### src/rtl/mem_arbiter.sv
// -----------------------------------------------------------------------------
// mem_arbiter
//
// Purpose:
//   Shares one single-port memory between an instruction-fetch requester (IF,
//   read-only) and a load/store requester (D). One transaction is in flight at
//   a time. In IDLE a combinational grant picks a winner. The accepted request
//   is latched, and the memory port is driven from the latched copy until the
//   memory returns mem_ready. The returned data is registered, and the owner's
//   rvalid is pulsed for one cycle on the following cycle.
//
// Configuration macro:
//   MEM_ARB_RR_EN  defined   -> round-robin between IF and D on contention
//                                (the port not granted most recently wins).
//                  undefined -> fixed priority, D always wins on contention.
//
// Ports:
//   clk, rst                       clock, asynchronous active-high reset
//   if_req/if_addr                 fetch request in
//   if_gnt/if_rvalid/if_rdata      fetch grant, completion pulse, read data out
//   d_req/d_we/d_addr/d_wdata/d_wstrb  load/store request in
//   d_gnt/d_rvalid/d_rdata         load/store grant, completion pulse, data out
//   mem_req/mem_we/mem_addr/mem_wdata/mem_wstrb  memory command out
//   mem_ready/mem_rdata            memory completion and read data in
// -----------------------------------------------------------------------------
module mem_arbiter #(
    parameter int ADDR_W = 32,
    parameter int DATA_W = 32
) (
    input  logic                clk,
    input  logic                rst,

    input  logic                if_req,
    input  logic [ADDR_W-1:0]   if_addr,
    output logic                if_gnt,
    output logic                if_rvalid,
    output logic [DATA_W-1:0]   if_rdata,

    input  logic                d_req,
    input  logic                d_we,
    input  logic [ADDR_W-1:0]   d_addr,
    input  logic [DATA_W-1:0]   d_wdata,
    input  logic [DATA_W/8-1:0] d_wstrb,
    output logic                d_gnt,
    output logic                d_rvalid,
    output logic [DATA_W-1:0]   d_rdata,

    output logic                mem_req,
    output logic                mem_we,
    output logic [ADDR_W-1:0]   mem_addr,
    output logic [DATA_W-1:0]   mem_wdata,
    output logic [DATA_W/8-1:0] mem_wstrb,
    input  logic                mem_ready,
    input  logic [DATA_W-1:0]   mem_rdata
);

    localparam logic [1:0] IDLE    = 2'd0;
    localparam logic [1:0] BUSY_IF = 2'd1;
    localparam logic [1:0] BUSY_D  = 2'd2;

    logic [1:0]          state_q,     state_d;
    logic [ADDR_W-1:0]   addr_q,      addr_d;
    logic                we_q,        we_d;
    logic [DATA_W-1:0]   wdata_q,     wdata_d;
    logic [DATA_W/8-1:0] wstrb_q,     wstrb_d;
    logic                if_rvalid_q, if_rvalid_d;
    logic                d_rvalid_q,  d_rvalid_d;
    logic [DATA_W-1:0]   if_rdata_q,  if_rdata_d;
    logic [DATA_W-1:0]   d_rdata_q,   d_rdata_d;

    logic idle;
    logic d_wins;

    assign idle = (state_q == IDLE);

`ifdef MEM_ARB_RR_EN
    // ptr_q = 1: D has priority on the next contention; 0: IF has priority.
    logic ptr_q, ptr_d;

    assign d_wins = d_req && (!if_req || ptr_q);

    always_comb begin
        ptr_d = ptr_q;
        if (d_gnt) begin
            ptr_d = 1'b0;
        end else if (if_gnt) begin
            ptr_d = 1'b1;
        end
    end

    always_ff @(posedge clk or posedge rst) begin
        if (rst) begin
            ptr_q <= 1'b1;
        end else begin
            ptr_q <= ptr_d;
        end
    end
`else
    assign d_wins = d_req;
`endif

    // Grants exist only in IDLE, and at most one is high.
    assign d_gnt  = idle && d_wins;
    assign if_gnt = idle && if_req && !d_wins;

    always_comb begin
        state_d     = state_q;
        addr_d      = addr_q;
        we_d        = we_q;
        wdata_d     = wdata_q;
        wstrb_d     = wstrb_q;
        if_rvalid_d = 1'b0;
        d_rvalid_d  = 1'b0;
        if_rdata_d  = if_rdata_q;
        d_rdata_d   = d_rdata_q;

        case (state_q)
            IDLE: begin
                // mem_ready is ignored here.
                if (d_gnt) begin
                    addr_d  = d_addr;
                    we_d    = d_we;
                    wdata_d = d_wdata;
                    // A load carries no byte enables onto the memory port.
                    wstrb_d = d_we ? d_wstrb : '0;
                    state_d = BUSY_D;
                end else if (if_gnt) begin
                    addr_d  = if_addr;
                    we_d    = 1'b0;
                    wdata_d = '0;
                    wstrb_d = '0;
                    state_d = BUSY_IF;
                end
            end
            BUSY_IF: begin
                if (mem_ready) begin
                    if_rdata_d  = mem_rdata;
                    if_rvalid_d = 1'b1;
                    state_d     = IDLE;
                end
            end
            BUSY_D: begin
                if (mem_ready) begin
                    // A store completes with zero read data.
                    d_rdata_d  = we_q ? '0 : mem_rdata;
                    d_rvalid_d = 1'b1;
                    state_d    = IDLE;
                end
            end
            default: begin
                state_d = IDLE;
            end
        endcase
    end

    always_ff @(posedge clk or posedge rst) begin
        if (rst) begin
            state_q     <= IDLE;
            addr_q      <= '0;
            we_q        <= 1'b0;
            wdata_q     <= '0;
            wstrb_q     <= '0;
            if_rvalid_q <= 1'b0;
            d_rvalid_q  <= 1'b0;
            if_rdata_q  <= '0;
            d_rdata_q   <= '0;
        end else begin
            state_q     <= state_d;
            addr_q      <= addr_d;
            we_q        <= we_d;
            wdata_q     <= wdata_d;
            wstrb_q     <= wstrb_d;
            if_rvalid_q <= if_rvalid_d;
            d_rvalid_q  <= d_rvalid_d;
            if_rdata_q  <= if_rdata_d;
            d_rdata_q   <= d_rdata_d;
        end
    end

    // The memory command is gated so that every field reads zero in IDLE.
    assign mem_req   = !idle;
    assign mem_we    = !idle && we_q;
    assign mem_addr  = idle ? '0 : addr_q;
    assign mem_wdata = idle ? '0 : wdata_q;
    assign mem_wstrb = idle ? '0 : wstrb_q;

    assign if_rvalid = if_rvalid_q;
    assign d_rvalid  = d_rvalid_q;
    assign if_rdata  = if_rdata_q;
    assign d_rdata   = d_rdata_q;

endmodule

### config.mk
export PLATFORM = sky130hd
export DESIGN_NAME = mem_arbiter
export DESIGN_NICKNAME = d
export VERILOG_FILES = /design/src/rtl/mem_arbiter.sv
export SDC_FILE = /design/constraint.sdc
export NUM_CORES = 1
export LEC_CHECK = 0
export CAP_MARGIN = 20
export CORE_ASPECT_RATIO = 1.1
export CORE_UTILIZATION = 38
export CTS_CLUSTER_SIZE = 16
export DETAILED_ROUTE_END_ITERATION = 8
export PLACE_DENSITY = 0.84
export SLEW_MARGIN = 10
export SYNTH_ARGS = -nofsm -noshare
export SYNTH_HDL_FRONTEND = slang
export SYNTH_SLANG_ARGS = --single-unit
### constraint.sdc
create_clock -name clk -period 4.3 [get_ports clk]
set_clock_uncertainty 0.1 [all_clocks]
set_input_delay 0.86 -clock clk [delete_from_list [all_inputs] [get_ports clk]]
set_output_delay 0.86 -clock clk [all_outputs]
set_load 0.05 [all_outputs]
==> impl_results.md <==
- Vias: 4,966
- Number of nets still failing antenna checks after routing: 0
- Nature of the critical path endpoint: primary output
- Power Total: 8.334 mW
- Initial antenna violation count: 0
- DR DRC count: 0
- Routability-driven placement congestion ratio: 0.7482
- Area of the mapped netlist: 6092 um2
- Setup crit end: if_gnt
- Maximum vdd drop: 0.3822 mV
- Multi-input gate area: 2434 um2
- Crit Path Max Fanout: 6
- Crit Reg-Reg Startpoint: state_q[0]
- Vias in the first global route: 4,959
- Die Y: ~130 um
- Rel. slew slack: 0.3434
- Worst EP arrival: 2.51 ns
- GRT Total Usage: 0.2036
- Slew @ Worst Pin: 0.9814 ns
- Unrepaired setup endpoints after global routing: false
- # IOs: around 280
- Post-synthesis cell type count: 28
- Status: completed
- Max H-tree Level: 4
- R2r endpoint: wstrb_q[3]
- Clock Tree Buf Depth: 2
- WL/cell: 16.00 um
- Initial DRT Pass Iterations: 4
- DIE AREA: 16,540 um2
- Share of cells above drive strength 1: 0.1016
- CTS tree: yes
- Post-CTS Hold Buffers: 0
- Final period util: 0.8059
- Critical path origin: d_req
- Nets: 946
- Max Freq: a little under 300 MHz
- Port bufs: 275
- Ant diodes: 0
- 1st-iter DRT viols: 252
- Synth Instances: 541
- Root buffer selected by CTS: clkbuf_16
- Storage cell area: 3428 um2
- CTS sink cnt: 137
- CTS resizes: 0
- First-pass GRT wire length: 25.67 mm
- Crit start category: primary input
- Largest net degree at the start of global routing: 70
- Starting density of the core: 0.3886
- Worst-Skew Late Latency: 0.41 ns
- Yosys Warn Count: 0
- Filler Cell Count: 1,254
- Final Max Tran Viols: 0
- Path type of the worst setup path: primary input to primary output
- Syn Area/Cell: 11.26 um2
- Sequential cell area fraction in the yosys report: 0.5627
- Vias per cell: 4.883
- Max cap viols: 0
- Crit path required time: 3.34 ns
- PD cells: slightly below 900 nW/um2
- Static Leak: 4.279 nW
- Post-CTS Setup Inserts: 0
- Syn_nets: 683
- Drt total wl: 16.27 mm
- Worst min path class: flop to flop
- Fin crit period: 3.466 ns
- Row cnt: 48
- Finish-stage setup viols: 0
- R2R cell count: 6
- Sum Neg Setup Slack: 0 ns
- Die X: 122.7 um
- Post-DP HPWL: 11.39 mm
- CTS clock-pin slew for the worst setup and hold paths: 0.06 ns
- TritonCTS buffer count: 17
- CORE AREA: 15,680 um2
- #FFs+latches synth: ~140
- GRT overflow: 0
- R2R setup slack: 1.94 ns
- Area grow syn2layout: 57.86%
- Final Hold Vio Count: 0
-- state kept, by name (all words and copies together) (netlist names) --
signal	flops
addr_q	32
we_q	1
if_rdata	32
d_rdata	32
d_rvalid	1
state_q	2
if_rvalid	1
wdata_q	32
wstrb_q	4
-- cells in the final DEF (no fill, tap or decap), drive strengths merged, types with 2 or more instances in the layout --
| master | instances |
|---|---|
| mux2i | 32 |
| clkinv | 5 |
| clkdlybuf4s50 | 275 |
| a22o | 33 |
| a21oi | 2 |
| a32o | 4 |
| mux2 | 32 |
| nand3 | 33 |
| ha | 4 |
| nor2b | 70 |
| clkinvlp | 4 |
| o21ai | 65 |
| nand2b | 35 |
| clkbuf | 21 |
| buf | 12 |
| inv | 8 |
| bufinv | 2 |
| nand2 | 36 |
| dfrtp | 137 |
-- per-layer routing --
metal,routed length (um),vias to the layer above,track usage
met5,0,-,0
met4,388,0,0.08266
li1,-,2380,-
met2,8108,198,0.3433
met1,6426,2360,0.2304
met3,1349,28,0.07601
-- through the flow --
stage | cells | setup slack, ns | utilization | hold slack, ns | instance area, um2
2_1_floorplan | 541 | 1.579 | - | 0.3582 | 6096
3_3_place_gp | 984 | 0.8232 | 0.5746 | 0.3609 | 9006
3_5_place_dp | 984 | 0.8244 | 0.5746 | 0.3699 | 9006
4_1_cts | 1016 | 0.8190 | 0.6122 | 0.3827 | 9597
5_1_grt | 1017 | 0.7522 | 0.6135 | 0.4031 | 9617
6_report | 1017 | 0.8344 | 0.6135 | 0.3785 | 9617
-- cells by family after synthesis --
family	count (synthesis)	synth area share
buf+inv	51	0.03861
flops	137	0.5627
fa+ha+maj	4	0.008216
mux	64	0.1117
simple gates	178	0.1662
compound gates	107	0.1126
-- power breakdown --
part / internal [mW] / leakage (nW) / total [mW] / switching (mW)
Sequential: 1.86 / 1.72 / 2.14 / 0.278
Clock: 0.898 / 0.285 / 1.45 / 0.549
Combinational: 1.69 / 2.27 / 4.74 / 3.05
Total: 4.45 / 4.28 / 8.33 / 3.88
-- critical path, stage by stage --
cell             delay, ns
clkdlybuf4s50_1       0.52
nand3b_4              0.21
inv_2                 0.08
clkdlybuf4s50_1       0.82
-- layout make-up --
cell class / count / share of cell area
multi-input cells: 353 / 0.2531
clock inverters: 11 / 0.01249
flip-flops and latches: 137 / 0.3565
clock buffers: 21 / 0.04892
inverters: 8 / 0.003513
repair buffers: 287 / 0.2995
well taps: 200 / 0.02602
-- synthesized netlist by cell type --
library cell / number / share of area
nand2b_1: 35 / 0.036
o21ai_1: 2 / 0.0016
nor2_4: 1 / 0.0018
nor3_1: 1 / 0.00082
clkbuf_1: 22 / 0.014
and3_4: 1 / 0.0018
inv_2: 1 / 0.00062
buf_6: 2 / 0.0037
a32o_1: 4 / 0.0066
nand2_4: 1 / 0.0018
o21ai_0: 63 / 0.052
nor2b_1: 70 / 0.072
nand3b_4: 1 / 0.0033
o22ai_1: 1 / 0.0010
a22o_1: 33 / 0.047
ha_1: 4 / 0.0082
a21o_1: 1 / 0.0012
a21oi_1: 2 / 0.0016
nand2_1: 35 / 0.022
a211oi_1: 1 / 0.0012
buf_2: 14 / 0.012
dfrtp_1: 137 / 0.56
nand3_1: 33 / 0.027
mux2_2: 32 / 0.059
mux2i_1: 32 / 0.053
buf_4: 3 / 0.0037
buf_1: 2 / 0.0012
inv_1: 7 / 0.0043
-- worst min path at each step --
stage | from | end | slack, ns | depth (start not counted)
global route | wdata_q[11] | wdata_q[11] | 0.40 | 1
finish | d_rdata[14] | d_rdata[14] | 0.38 | 2
global placement | d_rdata[3] | d_rdata[3] | 0.36 | 2
floorplan | wstrb_q[0] | wstrb_q[0] | 0.36 | 1
detailed placement | d_rdata[11] | d_rdata[11] | 0.37 | 2
CTS | d_rdata[11] | d_rdata[11] | 0.38 | 2
No activity file was read; power rests on OpenSTA's default activity.
